<file path="src/rtl/onehot_serial_encoder_pkg.sv">
// Shared types and helpers for onehot_serial_encoder.
// Optional cnt output is enabled by defining ONEHOT_SERIAL_ENCODER_COUNT_EN.
package onehot_serial_encoder_pkg;

    localparam int N = 3;
    localparam int W = 2**N;

    typedef enum logic {
        IDLE = 1'b0,
        SCAN = 1'b1
    } state_t;

    // Counts set bits; callers zero-extend their vector to 64 bits.
    function automatic int unsigned popcount(input logic [63:0] v);
        int unsigned c;
        c = 0;
        for (int i = 0; i < 64; i++) begin
            c += 32'(v[i]);
        end
        return c;
    endfunction

endpackage

</file>
<file path="src/rtl/onehot_serial_encoder_ffs.sv">
// Find-first-set: lowest set index of a 2**N-bit vector plus a found flag.
module ffs_Nbit #(
    parameter int N = 3
) (
    input  logic [2**N-1:0] vec,
    output logic [N-1:0]    idx,
    output logic            found
);

    // NOTE: defaults come first so every path assigns both outputs and no latch is inferred.
    always_comb begin
        idx   = '0;
        found = 1'b0;
        // Scan downward so the lowest set bit is the one that sticks.
        for (int i = 2**N - 1; i >= 0; i--) begin
            if (vec[i]) begin
                idx   = N'(i);
                found = 1'b1;
            end
        end
    end

endmodule

</file>
<file path="src/rtl/onehot_serial_encoder.sv">
// Serialises a multi-hot request vector into ascending binary indices over valid/ready.
// Define ONEHOT_SERIAL_ENCODER_COUNT_EN to add the registered popcount output cnt.
module onehot_serial_encoder
    import onehot_serial_encoder_pkg::state_t;
    import onehot_serial_encoder_pkg::IDLE;
    import onehot_serial_encoder_pkg::SCAN;
    import onehot_serial_encoder_pkg::popcount;
#(
    parameter int N = 3
) (
    input  logic            clk,
    input  logic            rst,
    input  logic [2**N-1:0] req,
    input  logic            req_valid,
    output logic            req_ready,
    output logic [N-1:0]    idx,
    output logic            idx_valid,
    input  logic            idx_ready,
    output logic            idx_last,
    output logic            none
`ifdef ONEHOT_SERIAL_ENCODER_COUNT_EN
    ,
    output logic [N:0]      cnt
`endif
);

    localparam int W = 2**N;

    state_t         state, state_d;
    logic [W-1:0]   pend, pend_d;
    logic           none_d;
    logic           found;

    ffs_Nbit #(.N(N)) u_ffs (
        .vec   (pend),
        .idx   (idx),
        .found (found)
    );

    // pend is zero outside SCAN, so idx and idx_last fall to 0 there.
    assign idx_last = (popcount(64'(pend)) == 1);

    always_comb begin
        state_d   = state;
        pend_d    = pend;
        none_d    = 1'b0;
        req_ready = 1'b0;
        idx_valid = 1'b0;
        unique case (state)
            IDLE: begin
                req_ready = 1'b1;
                if (req_valid) begin
                    if (req != '0) begin
                        pend_d  = req;
                        state_d = SCAN;
                    end else begin
                        none_d = 1'b1;
                    end
                end
            end
            SCAN: begin
                idx_valid = found;
                if (idx_ready) begin
                    pend_d = pend & ~(W'(1) << idx);
                    if (idx_last) begin
                        state_d = IDLE;
                    end
                end
            end
            default: state_d = IDLE;
        endcase
    end

    // NOTE: state is updated with non-blocking assignments so every register samples pre-edge values.
    always_ff @(posedge clk) begin
        if (rst) begin
            state <= IDLE;
            pend  <= '0;
            none  <= 1'b0;
        end else begin
            state <= state_d;
            pend  <= pend_d;
            none  <= none_d;
        end
    end

`ifdef ONEHOT_SERIAL_ENCODER_COUNT_EN
    always_ff @(posedge clk) begin
        if (rst) begin
            cnt <= '0;
        end else if (req_valid && req_ready) begin
            cnt <= (N+1)'(popcount(64'(req)));
        end
    end
`endif

endmodule

</file>
<file path="config.mk">
export PLATFORM = sky130hd
export DESIGN_NAME = onehot_serial_encoder
export DESIGN_NICKNAME = d
export VERILOG_FILES = /design/src/rtl/onehot_serial_encoder_pkg.sv /design/src/rtl/onehot_serial_encoder_ffs.sv /design/src/rtl/onehot_serial_encoder.sv
export SDC_FILE = /design/constraint.sdc
export NUM_CORES = 1
export LEC_CHECK = 0
export CORE_MARGIN = 1
export CORE_UTILIZATION = 35
export CTS_CLUSTER_DIAMETER = 40
export DETAILED_ROUTE_END_ITERATION = 8
export GPL_TIMING_DRIVEN = 0
export SLEW_MARGIN = 30
export SYNTH_ARGS = -nofsm -noshare
export SYNTH_HDL_FRONTEND = slang
export SYNTH_SLANG_ARGS = --single-unit
</file>
<file path="constraint.sdc">
create_clock -name clk -period 4.9 [get_ports clk]
set_clock_uncertainty 0.2 [all_clocks]
set_input_delay 0.735 -clock clk [delete_from_list [all_inputs] [get_ports clk]]
set_output_delay 0.735 -clock clk [all_outputs]
set_load 0.02 [all_outputs]
</file>
==> results.yml, run 1 <==
sta:
  worstMarginPinSlew_ns: 0.613
  fin_setup_tns_ns: 0
  fmax_ghz: 0.229
  period_minus_slack_ns: 4.37
  setup_viol: 0
  final_max_slew_viol_count: 0
  period_share_pct: 89.2
  hold-worst-slack_ns: 0.323
  hold_violations: 0
  maxSlewHeadroom_pct: 59.2
  rsz0062_at_grt: "false"
place:
  portBuffers: 18
  place_congestion: 0.770
  place_hpwl_um: 1350
logic_synthesis:
  yosysTopAreaCell: "dfxtp_1"
  seq_area_frac_synth_pct: 27.5
  synth.avg_cell_area_um2: 8.45
  syn-num-nets: 105
  synth.distinct_cells: 31
  ys_seq_elements: 10
  synth_ff_type: "dfxtp_1"
  synthCells: 86
  synthTopCellsByArea: "dfxtp_1 28%, fa_1 11%, inv_1 7.7%"
  synth_common_cells: "15 x inv_1, 10 x dfxtp_1, 8 x nor2_1, 6 x nand2_1, 6 x o21ai_0"
  async_flop_share_pct: 0
  synth_edf_count: 0
  yosys.area.top_type_share_pct: 27.5
  syn_area_um2: 727
  synth_most_common_cell: "inv_1"
  yosys_warnings: 0
drt:
  dr.max_layer_used: "met3"
  via_per_inst: 5.00
  wl_per_cell_um: 12.6
  wl_met2_um: 757
  drtPass1Iterations: 4
  drc_errors: 0
  ant_nets: 0
  wl_um: 1700
  dr_total_vias: 670
  wl_met1_um: 866
  initialDrtViolationCount: 8
  met3_length_um: 71
critical_path:
  rr_worst_depth: 11
  worstSetupEndpointType: "output port"
  crit_end: "idx_last"
  critPathLaunch: "pend[3]"
  critical-path-max-stage-delay_ns: 0.51
  crit_top_cell: "fa_1"
  worst-r2r-setup-slack_ns: 1.55
  cp.arrival_ns: 3.44
  crit_required_ns: 3.96
  criticalPathCategory: "flop to output port"
  worst_setup_path_start_kind: "flop"
  r2r-end: "state"
  cp_max_fo: 5
  crit_slowest_cell: "fa_1"
  crit_chain: "inv_1 > fa_1 > fa_1 > fa_1 > inv_1 > ha_1 > inv_1 > fa_1 > nand3b_1 > a21oi_1 > dlymetal6s2s_1"
  reg2reg_from: "pend[3]"
cts:
  cts.path.max_buffers: 2
  post_cts_buffers: 0
  clk_pin_slew_ns: 0.06
  h-tree-depth: 1
  clock_sinks: 10
  ctsHoldBuffers: 0
  post_cts_resized: 0
  root_buffer: "clkbuf_4"
  cts_buffers: 3
  cts_tree: "yes"
  clk_latency_ns: 0.26
die:
  core-area_um2: 1960
  ios: 19
  rows: 16
  start_util_pct: 37.1
  dieArea_um2: 2260
  die_x_um: 47.6
  die_h_um: 47.6
global_route:
  grt_antenna_before_repair: 0
  grt-ovfl-total: 0
  grt_use_total_pct: 17.1
  grt_pass1_vias: 594
  grt_pass1_wl_um: 2650
  grt_max_degree: 9
finish:
  areaGrowthSynthToFinish_pct: 33.0
  drive_gt1_share_pct: 7.48
  num_antenna_cells: 0
  post-route-util_pct: 49.3
  final_nets: 128
pwr:
  ir_drop_mv: 0.193
  switching_power_uw: 118
  leakage_nw: 0.424
  combinationalPowerShare_pct: 49.5
  p_seq_share_pct: 33.1
  internal_power_uw: 193
  switching_share_pct: 37.9
  power_density_nw_per_um2: 322
  p_clk_share_pct: 17.4
job:
  maxCapViolations: 0
hold_path:
  min_path_type: "flop to flop"
  worstHoldStart: "pend[5]"
run_status:
  status: "completed"
==> kinds of logic (layout without fill, tap and decap cells) <==
family                     after synthesis  in the layout  share of synthesized area [%]
DFF                                     10             10                           27.5
and+or+nand+nor                         28             28                           22.9
buffers and inverters                   16             37                           9.29
adders and majority gates                7              7                           16.2
AOI/OAI and AO/OA                       25             25                           24.1
==> through the flow <==
step           setup slack, ns  area (µm²)  total power, mW  instances
6_report                 0.528         967            0.311        134
5_1_grt                  0.346         967            0.337        134
4_1_cts                 0.0116         963            0.315        134
3_5_place_dp             0.321         941            0.260        131
3_3_place_gp             0.318         941            0.258        131
2_1_floorplan            0.937         727            0.199         86
==> final cells by class <==
| class | count | area [µm²] |
|---|---|---|
| fillers | 216 | 995 |
| multi-input cells | 60 | 459 |
| flip-flops and latches | 10 | 201 |
| repair buffers | 18 | 183 |
| inverters | 15 | 56.3 |
| well taps | 27 | 33.8 |
| clock buffers | 3 | 22.5 |
| plain buffers | 1 | 11.3 |
==> cells in the final DEF, fill, tap and decap left out, types with 2 or more instances in the layout <==
cell type / netlist / final
o21ai_0: 6 / 6
dfxtp_1: 10 / 9
clkbuf_4: 0 / 3
nand2_1: 6 / 6
and3_1: 2 / 2
nor4_1: 2 / 2
a21oi_1: 5 / 5
nand3b_1: 2 / 2
nor2_1: 8 / 8
a221o_1: 2 / 2
fa_1: 4 / 4
clkdlybuf4s50_1: 0 / 17
ha_1: 3 / 3
a22o_1: 2 / 2
nor2b_1: 2 / 2
inv_1: 15 / 15
==> flip-flops by register name (all words and copies together), names as in the netlist <==
name and cells:
pend 8, none 1, state 1
==> power groups by stage <==
stage | combinational [mW] | sequential [mW] | clock (mW)
3_5_place_dp | 0.155 | 0.105 | 0
3_3_place_gp | 0.153 | 0.105 | 0
4_1_cts | 0.157 | 0.103 | 0.0553
6_report | 0.154 | 0.103 | 0.0543
2_1_floorplan | 0.0984 | 0.100 | 0
5_1_grt | 0.172 | 0.105 | 0.0603
==> routing by layer <==
layer,GRT usage (%),vias up
li1,-,343
met1,23.5,313
met2,25.8,14
met3,6.79,0
met4,3.33,0
met5,0,-
==> worst min path at each step <==
stage / slack (ns) / depth (start not counted) / end
after detailed placement: 0.32 / 2 / pend[5]
after global routing: 0.35 / 2 / pend[4]
after global placement: 0.30 / 2 / pend[5]
after CTS: 0.33 / 2 / pend[5]
after floorplan: 0.28 / 2 / pend[5]
final: 0.32 / 2 / pend[5]
==> worst max-delay path, delay by kind of cell (launching register included) <==
kind / cells / cell delay (ns)
compound gates: 1 / 0.17
flops: 1 / 0.45
buf+inv: 4 / 0.48
fa+ha+maj: 5 / 1.91
simple gates: 1 / 0.16
Note: power is estimated with default switching activity, not from simulation.
==> run 2, diff against run 1 <==
--- a/config.mk
+++ b/config.mk
@@ -5,11 +5,14 @@
 export SDC_FILE = /design/constraint.sdc
 export NUM_CORES = 1
 export LEC_CHECK = 0
+export ABC_CLOCK_PERIOD_IN_PS = 4900
 export CORE_MARGIN = 1
-export CORE_UTILIZATION = 35
+export CORE_UTILIZATION = 45
 export CTS_CLUSTER_DIAMETER = 40
 export DETAILED_ROUTE_END_ITERATION = 8
 export GPL_TIMING_DRIVEN = 0
+export PLACE_DENSITY = 0.75
+export SKIP_CTS_REPAIR_TIMING = 1
 export SLEW_MARGIN = 30
 export SYNTH_ARGS = -nofsm -noshare
 export SYNTH_HDL_FRONTEND = slang
==> run 2 against run 1 <==
Clock-buffer cell count did not move. Sequential share of layout area up 0.30 points. First-iteration DRC count is 63% higher. Cell count decreased by 8.2%. Via count up 1.3%. Critical path depth is the same. Die area decreased by 21%. Clock power shrank 4.1%. Sequential cell count unchanged. Largest power group unchanged. Highest routed layer unchanged.
==> results.yml, run 2 (synthesis gave the netlist of run 1 again) <==
finish:
  areaGrowthSynthToFinish_pct: 31.2
  final_nets: 128
  largest_registers: "pend: 8 flops, none: 1 flops, state: 1 flops"
  largest_reg_flops: 8
  drive_gt1_share_pct: 7.48
  final_common_cell: "clkdlybuf4s50_1"
  num_antenna_cells: 0
  final_cell_mix: "17 x clkdlybuf4s50_1, 15 x inv_1, 9 x dfxtp_1"
  post-route-util_pct: 63.3
  regMostFlops: "pend"
global_route:
  grt_use_total_pct: 20.3
  grt_pass1_vias: 632
  grt_max_degree: 9
  grt-ovfl-total: 0
  grt_pass1_wl_um: 2770
  grt_antenna_before_repair: 0
place:
  portBuffers: 18
  place_congestion: 0.753
  place_hpwl_um: 1270
  pre_cts_ws_ns: 0.293
run_status:
  status: "completed"
sta:
  fmax_ghz: 0.228
  final_max_slew_viol_count: 0
  setup_slack_ns: 0.521
  hold_violations: 0
  period_minus_slack_ns: 4.38
  worstMarginPinSlew_ns: 0.584
  period_share_pct: 89.4
  maxSlewHeadroom_pct: 61.1
  fin_setup_tns_ns: 0
  setup_viol: 0
  rsz0062_at_grt: "false"
drt:
  initialDrtViolationCount: 13
  ant_nets: 0
  wl_per_cell_um: 12.9
  via_per_inst: 5.52
  wl_um: 1590
  dr_total_vias: 679
  drtPass1Iterations: 4
  drc_errors: 0
die:
  die_x_um: 42.2
  ios: 19
  core-area_um2: 1510
  die_h_um: 42.2
  start_util_pct: 48.3
  rows: 14
  dieArea_um2: 1780
cts:
  root_buffer: "clkbuf_4"
  clk_pin_slew_ns: 0.06
  clk_latency_ns: 0.26
  cts_buffers: 3
  cts.path.max_buffers: 2
  h-tree-depth: 1
  clock_sinks: 10
  cts_tree: "yes"
hold_path:
  min_path_type: "flop to flop"
job:
  maxCapViolations: 0
pwr:
  combinationalPowerShare_pct: 50.0
  power_density_nw_per_um2: 325
  internal_power_uw: 193
  p_seq_share_pct: 33.2
  leakage_nw: 0.424
  ir_drop_mv: 0.219
  switching_power_uw: 117
  p_clk_share_pct: 16.8
  switching_share_pct: 37.7
critical_path:
  cp_max_fo: 5
  cp.arrival_ns: 3.44
  criticalPathCategory: "flop to output port"
  worst_setup_path_start_kind: "flop"
  crit_required_ns: 3.96
  worstSetupEndpointType: "output port"
-- run 2: metal layers --
metal  track usage [%]  wire length, µm  vias to the layer above
li1                  -                -                      345
met1              29.3              752                      314
met2              31.1              769                       20
met3              5.17               68                        0
met4              3.75                0                        0
met5                 0                0                        -
-- run 2: final cells by class --
| class | count | area, µm² |
|---|---|---|
| multi-input combinational | 60 | 459 |
| buffer | 1 | 11.3 |
| timing repair buffer | 18 | 183 |
| fill | 145 | 553 |
| inverter | 15 | 56.3 |
| tap | 16 | 20.0 |
| sequential | 10 | 201 |
| clock buffer | 3 | 22.5 |
-- run 2: path summary, 6_finish.rpt --
kind	start	end	slack, ns	cells after the start
worst max-delay path	pend[3]	idx_last	0.52	11
worst min-delay path	pend[5]	pend[5]	0.34	2
worst max register to register	pend[3]	state	1.54	11
worst min register to register	pend[5]	pend[5]	0.34	2
-- run 2: power groups by stage --
stage / Combinational [mW] / Sequential (mW) / Clock [mW]
2_1_floorplan: 0.0984 / 0.100 / 0
3_5_place_dp: 0.157 / 0.104 / 0
6_report: 0.155 / 0.103 / 0.0521
4_1_cts: 0.159 / 0.103 / 0.0534
5_1_grt: 0.174 / 0.104 / 0.0579
3_3_place_gp: 0.152 / 0.104 / 0
-- run 2: critical path, stage by stage (launching register included) --
cell and delay, ns:
dfxtp_1 0.45, inv_1 0.11, fa_1 0.47, fa_1 0.51
fa_1 0.41, inv_1 0.08, ha_1 0.17, inv_1 0.06
fa_1 0.37, nand3b_1 0.16, a21oi_1 0.16, dlymetal6s2s_1 0.25
-- run 2: stage by stage --
stage | power [mW] | hold slack [ns] | instances | cell area (µm²)
2_1_floorplan | 0.199 | 0.277 | 86 | 727
3_3_place_gp | 0.257 | 0.299 | 120 | 927
3_5_place_dp | 0.262 | 0.308 | 120 | 927
4_1_cts | 0.315 | 0.317 | 123 | 950
5_1_grt | 0.336 | 0.339 | 123 | 953
6_report | 0.310 | 0.337 | 123 | 953
